$ cat src/rtl/pcm_lag_pkg.sv
// Shared constants and FSM encoding for the PCM lag front end.
package pcm_lag_pkg;
  localparam int          DOUBLE_W = 64;
  localparam logic [10:0] EXP_BIAS = 11'd1023;
  localparam int          MANT_W   = 52;

  typedef enum logic [2:0] {
    IDLE     = 3'd0,
    CONV_MIC = 3'd1,
    CONV_REF = 3'd2,
    COMMIT   = 3'd3,
    STROBE   = 3'd4
  } state_e;
endpackage

$ cat src/rtl/int_to_double.sv
// Exact signed-integer to IEEE-754 double conversion.
// Purely combinational: leading-one detect plus a left shift.
module int_to_double
  import pcm_lag_pkg::*;
#(
  parameter int PCM_W = 16
) (
  input  logic [PCM_W-1:0]    pcm_in,
  output logic [DOUBLE_W-1:0] dbl_out
);
  localparam int POS_W = $clog2(PCM_W);

  logic [PCM_W-1:0]  mag_s;
  logic [POS_W-1:0]  lead_s;
  logic [MANT_W-1:0] mant_s;
  logic [10:0]       exp_s;

  // Magnitude, leading-one position and field assembly
  always_comb begin
    // Unsigned magnitude: the most negative input maps to 2**(PCM_W-1) without overflow.
    mag_s  = pcm_in[PCM_W-1] ? (~pcm_in + PCM_W'(1)) : pcm_in;
    lead_s = '0;
    for (int i = 0; i < PCM_W; i++) begin
      lead_s = mag_s[i] ? POS_W'(i) : lead_s;
    end
    // Shifting the leading one out of the field leaves the bits below it left-aligned.
    mant_s = MANT_W'(mag_s) << (MANT_W - int'(lead_s));
    exp_s  = EXP_BIAS + 11'(lead_s);
    if (mag_s == '0) begin
      dbl_out = '0;
    end else begin
      dbl_out = {pcm_in[PCM_W-1], exp_s, mant_s};
    end
  end
endmodule

$ cat src/rtl/pcm_lag_frontend.sv
// PCM mic/reference front end: holding register, sample-period counter, time-shared
// int->double conversion and a circular history of converted reference samples.
module pcm_lag_frontend
  import pcm_lag_pkg::*;
#(
  parameter int SAMPLE_PERIOD = 620,
  parameter int PCM_W         = 16,
  parameter int LAG_W         = 3
) (
  input  logic             clk_operation,
  input  logic             rst,
  input  logic             enable_sampling,
  input  logic [PCM_W-1:0] pcm_mic,
  input  logic [PCM_W-1:0] pcm_ref,
  input  logic             pcm_valid,
  output logic             pcm_ready,
  input  logic [LAG_W-1:0] lag_sel,
  output logic [63:0]      signal,
  output logic [63:0]      signal_lag,
  output logic             sampling_cycle_counter,
  output logic             underrun
);
  localparam int               CNT_W    = $clog2(SAMPLE_PERIOD);
  localparam int               DEPTH    = 2 ** LAG_W;
  localparam logic [CNT_W-1:0] CNT_LAST = CNT_W'(SAMPLE_PERIOD - 1);

  state_e             state_q, state_d;
  logic [CNT_W-1:0]   cnt_q, cnt_d;
  logic               tc_s, accept_s;
  logic               full_q, full_d, ready_q, ready_d;
  logic [PCM_W-1:0]   hold_mic_q, hold_mic_d, hold_ref_q, hold_ref_d;
  logic [PCM_W-1:0]   mic_lat_q, mic_lat_d, ref_lat_q, ref_lat_d;
  logic [63:0]        mic_dbl_q, mic_dbl_d, ref_dbl_q, ref_dbl_d;
  logic [63:0]        hist_q [DEPTH];
  logic [63:0]        hist_d [DEPTH];
  logic [LAG_W-1:0]   wr_ptr_q, wr_ptr_d, rd_idx_s;
  logic [63:0]        signal_q, signal_d, signal_lag_q, signal_lag_d;
  logic               strobe_q, strobe_d, underrun_q, underrun_d;
  logic [PCM_W-1:0]   conv_in_s;
  logic [63:0]        conv_out_s;

  int_to_double #(.PCM_W(PCM_W)) u_conv (
    .pcm_in  (conv_in_s),
    .dbl_out (conv_out_s)
  );

  // Sample-period counter and terminal count
  always_comb begin
    tc_s = enable_sampling && (cnt_q == CNT_LAST);
    if (!enable_sampling || tc_s) begin
      cnt_d = '0;
    end else begin
      cnt_d = cnt_q + CNT_W'(1);
    end
  end

  // Holding register, conversion sequencing and output commit
  always_comb begin
    state_d      = state_q;
    full_d       = full_q;
    hold_mic_d   = hold_mic_q;
    hold_ref_d   = hold_ref_q;
    mic_lat_d    = mic_lat_q;
    ref_lat_d    = ref_lat_q;
    mic_dbl_d    = mic_dbl_q;
    ref_dbl_d    = ref_dbl_q;
    hist_d       = hist_q;
    wr_ptr_d     = wr_ptr_q;
    signal_d     = signal_q;
    signal_lag_d = signal_lag_q;
    underrun_d   = underrun_q;
    strobe_d     = 1'b0;
    accept_s     = pcm_valid && ready_q;
    conv_in_s    = (state_q == CONV_REF) ? ref_lat_q : mic_lat_q;
    rd_idx_s     = wr_ptr_q - lag_sel;

    // ready_q is ~full_q, so an accept can never coincide with the slot being freed.
    if (accept_s) begin
      full_d     = 1'b1;
      hold_mic_d = pcm_mic;
      hold_ref_d = pcm_ref;
    end else begin
      full_d     = full_q;
    end

    case (state_q)
      IDLE: begin
        if (tc_s) begin
          state_d = CONV_MIC;
          if (full_q) begin
            mic_lat_d = hold_mic_q;
            ref_lat_d = hold_ref_q;
            full_d    = 1'b0;
          end else begin
            mic_lat_d  = '0;
            ref_lat_d  = '0;
            underrun_d = 1'b1;
          end
        end else begin
          state_d = IDLE;
        end
      end
      CONV_MIC: begin
        mic_dbl_d = conv_out_s;
        state_d   = CONV_REF;
      end
      CONV_REF: begin
        ref_dbl_d = conv_out_s;
        state_d   = COMMIT;
      end
      COMMIT: begin
        hist_d[wr_ptr_q] = ref_dbl_q;
        signal_d         = mic_dbl_q;
        signal_lag_d     = (lag_sel == '0) ? ref_dbl_q : hist_q[rd_idx_s];
        wr_ptr_d         = wr_ptr_q + LAG_W'(1);
        strobe_d         = 1'b1;
        state_d          = STROBE;
      end
      STROBE:  state_d = IDLE;
      default: state_d = IDLE;
    endcase

    ready_d = ~full_d;
  end

  // State and datapath registers
  always_ff @(posedge clk_operation or negedge rst) begin
    if (!rst) begin
      state_q      <= IDLE;
      cnt_q        <= '0;
      full_q       <= 1'b0;
      ready_q      <= 1'b1;
      hold_mic_q   <= '0;
      hold_ref_q   <= '0;
      mic_lat_q    <= '0;
      ref_lat_q    <= '0;
      mic_dbl_q    <= '0;
      ref_dbl_q    <= '0;
      for (int i = 0; i < DEPTH; i++) begin
        hist_q[i] <= '0;
      end
      wr_ptr_q     <= '0;
      signal_q     <= '0;
      signal_lag_q <= '0;
      strobe_q     <= 1'b0;
      underrun_q   <= 1'b0;
    end else begin
      state_q      <= state_d;
      cnt_q        <= cnt_d;
      full_q       <= full_d;
      ready_q      <= ready_d;
      hold_mic_q   <= hold_mic_d;
      hold_ref_q   <= hold_ref_d;
      mic_lat_q    <= mic_lat_d;
      ref_lat_q    <= ref_lat_d;
      mic_dbl_q    <= mic_dbl_d;
      ref_dbl_q    <= ref_dbl_d;
      hist_q       <= hist_d;
      wr_ptr_q     <= wr_ptr_d;
      signal_q     <= signal_d;
      signal_lag_q <= signal_lag_d;
      strobe_q     <= strobe_d;
      underrun_q   <= underrun_d;
    end
  end

  assign pcm_ready              = ready_q;
  assign signal                 = signal_q;
  assign signal_lag             = signal_lag_q;
  assign sampling_cycle_counter = strobe_q;
  assign underrun               = underrun_q;
endmodule

$ cat config.mk
export PLATFORM = sky130hd
export DESIGN_NAME = pcm_lag_frontend
export DESIGN_NICKNAME = d
export VERILOG_FILES = /design/src/rtl/pcm_lag_pkg.sv /design/src/rtl/int_to_double.sv /design/src/rtl/pcm_lag_frontend.sv
export SDC_FILE = /design/constraint.sdc
export NUM_CORES = 1
export LEC_CHECK = 0
export BUFFER_PORTS_ARGS = -buffer_cell sky130_fd_sc_hd__buf_2
export CORE_UTILIZATION = 50
export CTS_BUF_LIST = sky130_fd_sc_hd__clkbuf_8 sky130_fd_sc_hd__clkbuf_16
export DETAILED_ROUTE_END_ITERATION = 10
export PLACE_DENSITY = 0.68
export SLEW_MARGIN = 5
export SYNTH_ARGS = -nofsm -noshare
export SYNTH_HDL_FRONTEND = slang
export SYNTH_SLANG_ARGS = --single-unit
$ cat constraint.sdc
create_clock -name clk_operation -period 8.8 [get_ports clk_operation]
set_input_delay 1.76 -clock clk_operation [delete_from_list [all_inputs] [get_ports clk_operation]]
set_output_delay 1.76 -clock clk_operation [all_outputs]
set_load 0.03 [all_outputs]
==> results.py, run 1 <==
metrics = {
    "status": {
        "status": "completed",
    },
    "sta": {
        "timing.fmax_ghz": 0.171,
        "final.setup.tns_ns": 0,
        "post-route-period-util": 0.664,
        "tightestPinTransition_ns": 1.04,
        "rsz0062_at_grt": "no",
        "fin_skew_ns": 0.0183,
        "slew_headroom": 0.305,
        "fin_hold_ws_ns": 0.473,
        "finalMaxSlewViolations": 0,
        "min_period_ns": 5.85,
        "hold_viol": 0,
        "setup_viol": 0,
    },
    "worst_setup_path": {
        "timing.critical_path.mode_cell": "nor2_1",
        "end_kind": "register",
        "critical_path.slowest_cell": "nor2_1",
        "cp_top_family": "compound AO/OA/AOI/OAI gates",
        "crit_path_start_kind": "register",
        "cp_num_buf_inv": 3,
        "r2r_end": "mic_dbl_q[49]",
        "r2r_slack_ns": 2.95,
        "r2r_cells": 17,
        "worstReg2RegStart": "state_q[0]",
        "cp.required_ns": 9.24,
        "slowest_delay_ns": 0.70,
        "cp.arrival_ns": 6.28,
        "crit_type": "reg -> reg",
        "worstPathCellList": "nor3b_2 > buf_4 > mux2_2 > a221oi_2 > o31ai_1 > a211o_1 > a211oi_2 > nor2_4 > inv_2 > ha_1 > inv_1 > and3_1 > nor2_1 > nor2_1 > a32o_1 > a22oi_1 > o21ai_0",
        "worstPathMaxFanout": 36,
    },
    "clocking": {
        "cts_hold_buffers": 0,
        "cts_resized": 0,
        "clk_pin_slew_ns": 0.06,
        "cts_tree": "built",
        "htreeDepth": 2,
        "clockBufferDepth": 3,
        "cts-root-buf": "clkbuf_16",
        "clock-sinks": 431,
        "post_cts_buffers": 0,
        "cts_buffers": 46,
        "clk_latency_ns": 0.59,
    },
    "die": {
        "dieHeight_um": 208,
        "die_area_um2": 43200,
        "initial_core_util": 0.506,
        "io_pins": 170,
        "core-area_um2": 41900,
        "rows": 75,
        "die-width_um": 208,
    },
    "grt": {
        "grt_pass1_wl_um": 80700,
        "grt_max_degree": 161,
        "grt-ovfl-total": 0,
        "grt_usage": 0.237,
        "antenna_found_initial": 0,
        "first_global_vias": 14400,
    },
    "routing": {
        "drc_errors": 0,
        "drt_first_pass_iters": 5,
        "via_count": 14100,
        "wl_per_cell_um": 20.2,
        "postRouteAntennaNets": 0,
        "drt_iter0_drc": 870,
        "viasPerCell": 5.71,
        "wl_um": 49700,
    },
    "yosys": {
        "seq_area_frac_synth": 0.509,
        "synth_cells": 1864,
        "synth_edf_count": 0,
        "synth_top_cell_by_area": "dfrtp_1",
        "synth_top_area_frac": 0.508,
        "ys.flop_type": "dfrtp_1",
        "yosys_register_bits": 431,
        "async_flop_share": 1.00,
        "yosys.cell_types.count": 82,
        "yosysWarnings": 0,
        "syn-cell-area_um2": 21200,
        "syn_avg_cell_area_um2": 11.4,
        "synth_top_cells_by_area": "dfrtp_1 51%, mux2_2 14%, mux4_2 6.5%",
    },
    "power_and_ir_drop": {
        "p_leak_uw": 0.0114,
        "irDropWorstVdd_mv": 0.157,
        "power.density_nw_per_um2": 188,
    },
    "cells_and_area": {
        "num-fill-cells": 3534,
        "layout_commonest_cell": "dfrtp_1",
        "nets": 1931,
        "drive_gt1_frac": 0.296,
        "areaGrowthSynthToFinish_pct": 10.2,
        "register_area_um2": 10800,
        "n_antenna_cell": 0,
        "multiInputGateArea_um2": 9550,
        "layout_common_cells": "430 x dfrtp_1, 321 x nand2_1, 272 x mux2_2",
    },
    "hold_path": {
        "holdPathEnd": "signal_lag[35]",
        "holdPathStages": 2,
        "hold_class": "reg -> reg",
        "holdCritStartpoint": "signal_lag[35]",
    },
    "placement": {
        "globalplace.congestion": 0.913,
        "numPortBuffers": 105,
        "hpwl_um": 32400,
    },
    "run": {
        "maxCapViolations": 0,
    },
}
power breakdown:
| group | internal (µW) | switching (µW) |
|---|---|---|
| Sequential | 2070 | 58.2 |
| Clock | 1150 | 825 |
| Combinational | 116 | 178 |
worst register-to-register path, cell delays in order, from the launching register on:
cell and delay [ns]:
dfrtp_1 0.44, nor3b_2 0.17, buf_4 0.42, mux2_2 0.46, a221oi_2 0.50, o31ai_1 0.21, a211o_1 0.41, a211oi_2 0.52
nor2_4 0.17, inv_2 0.17, ha_1 0.32, inv_1 0.12, and3_1 0.19, nor2_1 0.70, nor2_1 0.28, a32o_1 0.35
a22oi_1 0.18, o21ai_0 0.11
cells by family (layout without fill, tap and decap cells):
family,after synthesis,after routing,share of synthesized area
multiplexers,385,385,0.234
other,1,64,0.000177
flip-flops,431,431,0.509
AO/OA/AOI/OAI,276,276,0.0818
adder cells (fa/ha/maj),6,6,0.00390
AND/OR/NAND/NOR,512,512,0.106
XOR/XNOR,27,27,0.0112
buffers and inverters,226,223,0.0532
synth_stat cells, types with 4 or more instances:
master,number
and3_1,10
mux4_2,61
o211ai_1,5
o22ai_1,4
nand3b_1,4
o21ai_1,4
nor4_1,11
a21o_1,7
nand2_1,322
buf_4,70
a21oi_1,23
xor2_1,13
and2_1,7
clkbuf_1,116
nor2_1,57
nand3_1,28
nand2b_1,4
nand4_1,6
buf_2,11
o21ai_0,142
o21a_1,6
ha_1,5
a31oi_1,10
mux2_2,272
or4_1,6
inv_1,7
mux2i_1,51
o31ai_1,21
dfrtp_1,430
xnor2_1,14
nor3_1,27
buf_1,18
a211oi_1,9
and4_1,6
a22o_1,4
or3_1,9
sequential cells by signal, indices dropped and copies added (netlist names), 29 cells and up:
| name | count |
|---|---|
| hist_q | 232 |
| mic_dbl_q | 29 |
| ref_dbl_q | 29 |
| signal | 29 |
| signal_lag | 29 |
layer usage:
metal / track usage / part of all wire / up-vias / routed length, µm
met4: 0.0764 / 0.027 / 0 / 1360
met3: 0.0307 / 0.038 / 100 / 1900
met1: 0.325 / 0.45 / 7130 / 22200
li1: - / - / 6521 / -
met5: 0 / 0 / - / 0
met2: 0.392 / 0.49 / 320 / 24200
worst max path at each step:
stage / slack (ns) / start / to / depth (start not counted)
4_1_cts: 3.03 / state_q[2] / mic_dbl_q[45] / 17
6_report: 2.95 / state_q[0] / mic_dbl_q[49] / 17
3_3_place_gp: 3.12 / state_q[2] / mic_dbl_q[45] / 17
3_5_place_dp: 3.01 / state_q[0] / mic_dbl_q[45] / 17
5_1_grt: 2.45 / state_q[2] / ref_dbl_q[45] / 17
2_1_floorplan: 4.20 / state_q[2] / mic_dbl_q[46] / 19
stage by stage:
stage | worst slack [ns] | cells | total power [µW] | utilization | instance area, µm²
6_report | 2.95 | 2463 | 4390 | 0.557 | 23300
5_1_grt | 2.45 | 2463 | 4560 | 0.557 | 23300
4_1_cts | 3.03 | 2463 | 4450 | 0.557 | 23300
3_5_place_dp | 3.01 | 2377 | 2460 | 0.520 | 21800
3_3_place_gp | 3.12 | 2377 | 2450 | 0.520 | 21800
2_1_floorplan | 4.20 | 1927 | 2370 | - | 21400
final cells by class:
type | count | area share
clock inverters | 29 | 0.0116
repair buffers | 127 | 0.0306
inverters | 10 | 0.00161
multi-input cells | 1270 | 0.409
clock buffers | 57 | 0.0558
flip-flops and latches | 431 | 0.462
well taps | 539 | 0.0289
Power figures use the tool's default switching activity.
==> run 2: changes to the inputs <==
==> constraint.sdc (replaced) <==
create_clock -name clk_operation -period 6.1 [get_ports clk_operation]
set_input_delay 1.22 -clock clk_operation [delete_from_list [all_inputs] [get_ports clk_operation]]
set_output_delay 1.22 -clock clk_operation [all_outputs]
set_load 0.03 [all_outputs]
==> results.py, run 2 (synthesis results as in run 1) <==
metrics = {
    "power_and_ir_drop": {
        "p_int_uw": 5060,
        "irDropWorstVdd_mv": 0.251,
        "power.density_nw_per_um2": 277,
        "clockPowerShare": 0.469,
        "p_leak_uw": 0.0115,
        "comb_power_share": 0.063,
        "p_switching_uw": 1470,
        "swShare": 0.225,
        "seqPwrFrac": 0.468,
    },
    "sta": {
        "min_period_ns": 5.46,
        "finalMaxSlewViolations": 0,
        "hold_viol": 0,
        "fin_hold_ws_ns": 0.468,
        "rsz0062_at_grt": "no",
        "final.setup.tns_ns": 0,
        "fin_skew_ns": 0.0267,
        "tightestPinTransition_ns": 1.06,
        "slew_headroom": 0.293,
        "setup_viol": 0,
        "post-route-period-util": 0.894,
        "timing.fmax_ghz": 0.183,
    },
    "cells_and_area": {
        "drive_gt1_frac": 0.298,
        "n_antenna_cell": 0,
        "layout_commonest_cell": "dfrtp_1",
        "layout_common_cells": "430 x dfrtp_1, 321 x nand2_1, 272 x mux2_2",
        "regMostFlops": "hist_q",
        "num-fill-cells": 3543,
        "nets": 1943,
        "areaGrowthSynthToFinish_pct": 11.3,
        "largest_reg_flops": 232,
    },
    "clocking": {
        "cts_hold_buffers": 0,
        "clk_pin_slew_ns": 0.06,
        "clockBufferDepth": 3,
        "htreeDepth": 2,
        "clk_latency_ns": 0.59,
        "cts-root-buf": "clkbuf_16",
        "cts_buffers": 46,
        "cts_tree": "built",
        "clock-sinks": 431,
    },
    "routing": {
        "wl_per_cell_um": 20.5,
        "postRouteAntennaNets": 0,
        "met3_wirelength_um": 2010,
        "drt-met1-wl_um": 22400,
        "wl_um": 50700,
        "highest_layer": "met4",
        "drt_iter0_drc": 750,
        "dr_wl_met2_um": 24700,
        "via_count": 14100,
        "drc_errors": 0,
        "viasPerCell": 5.71,
        "drt_first_pass_iters": 5,
    },
    "worst_setup_path": {
        "slowest_delay_ns": 0.50,
        "worstPathCellList": "nor3b_4 > buf_4 > mux2i_1 > o211ai_1 > a22oi_1 > nand2_1 > nor2_1 > nor2_4 > inv_2 > ha_1 > inv_1 > nand3_1 > nand2_1 > buf_4 > nor2_1 > nand2_1 > a41oi_1 > a31oi_1",
        "worstPathMaxFanout": 27,
        "crit_path_start_kind": "register",
        "critical_path.slowest_cell": "nor2_1",
        "crit_type": "reg -> reg",
        "cp_num_buf_inv": 4,
        "cp.required_ns": 6.53,
        "end_kind": "register",
        "cp_top_family": "simple AND/OR/NAND/NOR gates",
        "timing.critical_path.mode_cell": "nand2_1",
        "cp.arrival_ns": 5.89,
    },
    "placement": {
        "numPortBuffers": 105,
        "globalplace.congestion": 0.891,
        "hpwl_um": 33600,
    },
    "die": {
        "initial_core_util": 0.506,
        "dieHeight_um": 208,
        "die-width_um": 208,
        "die_area_um2": 43200,
        "core-area_um2": 41900,
        "rows": 75,
        "io_pins": 170,
    },
    "grt": {
        "grt-ovfl-total": 0,
        "grt_pass1_wl_um": 81500,
        "grt_usage": 0.241,
        "antenna_found_initial": 0,
        "grt_max_degree": 136,
        "first_global_vias": 14400,
    },
    "status": {
        "status": "completed",
    },
    "hold_path": {
        "hold_class": "reg -> reg",
    },
    "run": {
        "maxCapViolations": 0,
    },
}
run 2: layout make-up:
type                            instances  area [µm²]  area share
Sequential cell                       431       10800       0.457
Multi-Input combinational cell       1270        9570       0.406
Clock buffer                           61        1370      0.0580
Timing Repair Buffer                  139         816      0.0346
Tap cell                              539         674      0.0286
Clock inverter                         22         327      0.0138
Inverter                               10        37.5     0.00159
run 2: worst paths after layout:
| kind | from | to | slack, ns | depth (start not counted) |
|---|---|---|---|---|
| max in group asynchronous | rst | ref_dbl_q[44] | 3.99 | 2 |
| worst min-delay path | signal[41] | signal[41] | 0.47 | 2 |
| min in group asynchronous | rst | signal_lag[59] | 0.72 | 1 |
| worst min register to register | signal[41] | signal[41] | 0.47 | 2 |
| worst max register to register | state_q[2] | mic_dbl_q[50] | 0.64 | 18 |
| worst max-delay path | state_q[2] | mic_dbl_q[50] | 0.64 | 18 |
run 2: power groups by stage:
stage / combinational [µW] / clock (µW) / sequential (µW)
after global placement: 415 / 0 / 3100
final: 413 / 3060 / 3060
after global routing: 464 / 3240 / 3070
after detailed placement: 424 / 0 / 3110
after CTS: 424 / 3130 / 3060
after floorplan: 322 / 0 / 3090
run 2: through the flow:
step           total power [µW]  cell area [µm²]  setup slack, ns   util  std cells
6_report                   6530            23600            0.644  0.563       2472
2_1_floorplan              3420            21400             1.50      -       1927
4_1_cts                    6610            23500            0.423  0.562       2468
3_3_place_gp               3520            21800            0.487  0.522       2385
5_1_grt                    6780            23600          0.00502  0.563       2472
3_5_place_dp               3540            21800            0.424  0.522       2385
run 2: worst register-to-register path: cells and delay by family (launching register included):
kind                     cells  cell delay (ns)
AO/OA/AOI/OAI                4             1.10
AND/OR/NAND/NOR              8             2.08
multiplexers                 1             0.39
adder cells (fa/ha/maj)      1             0.31
flip-flops                   1             0.44
buffers and inverters        4             1.02
run 2: repair_timing:
action / CTS / global route
setup endpoints to repair: 0 / 5
gates resized for setup: 0 / 3
setup buffers: 0 / 4
run 2: layer usage:
metal	up-vias	global-route usage
met5	-	0
met4	0	0.0845
met1	7134	0.323
li1	6561	-
met3	95	0.0375
met2	313	0.399
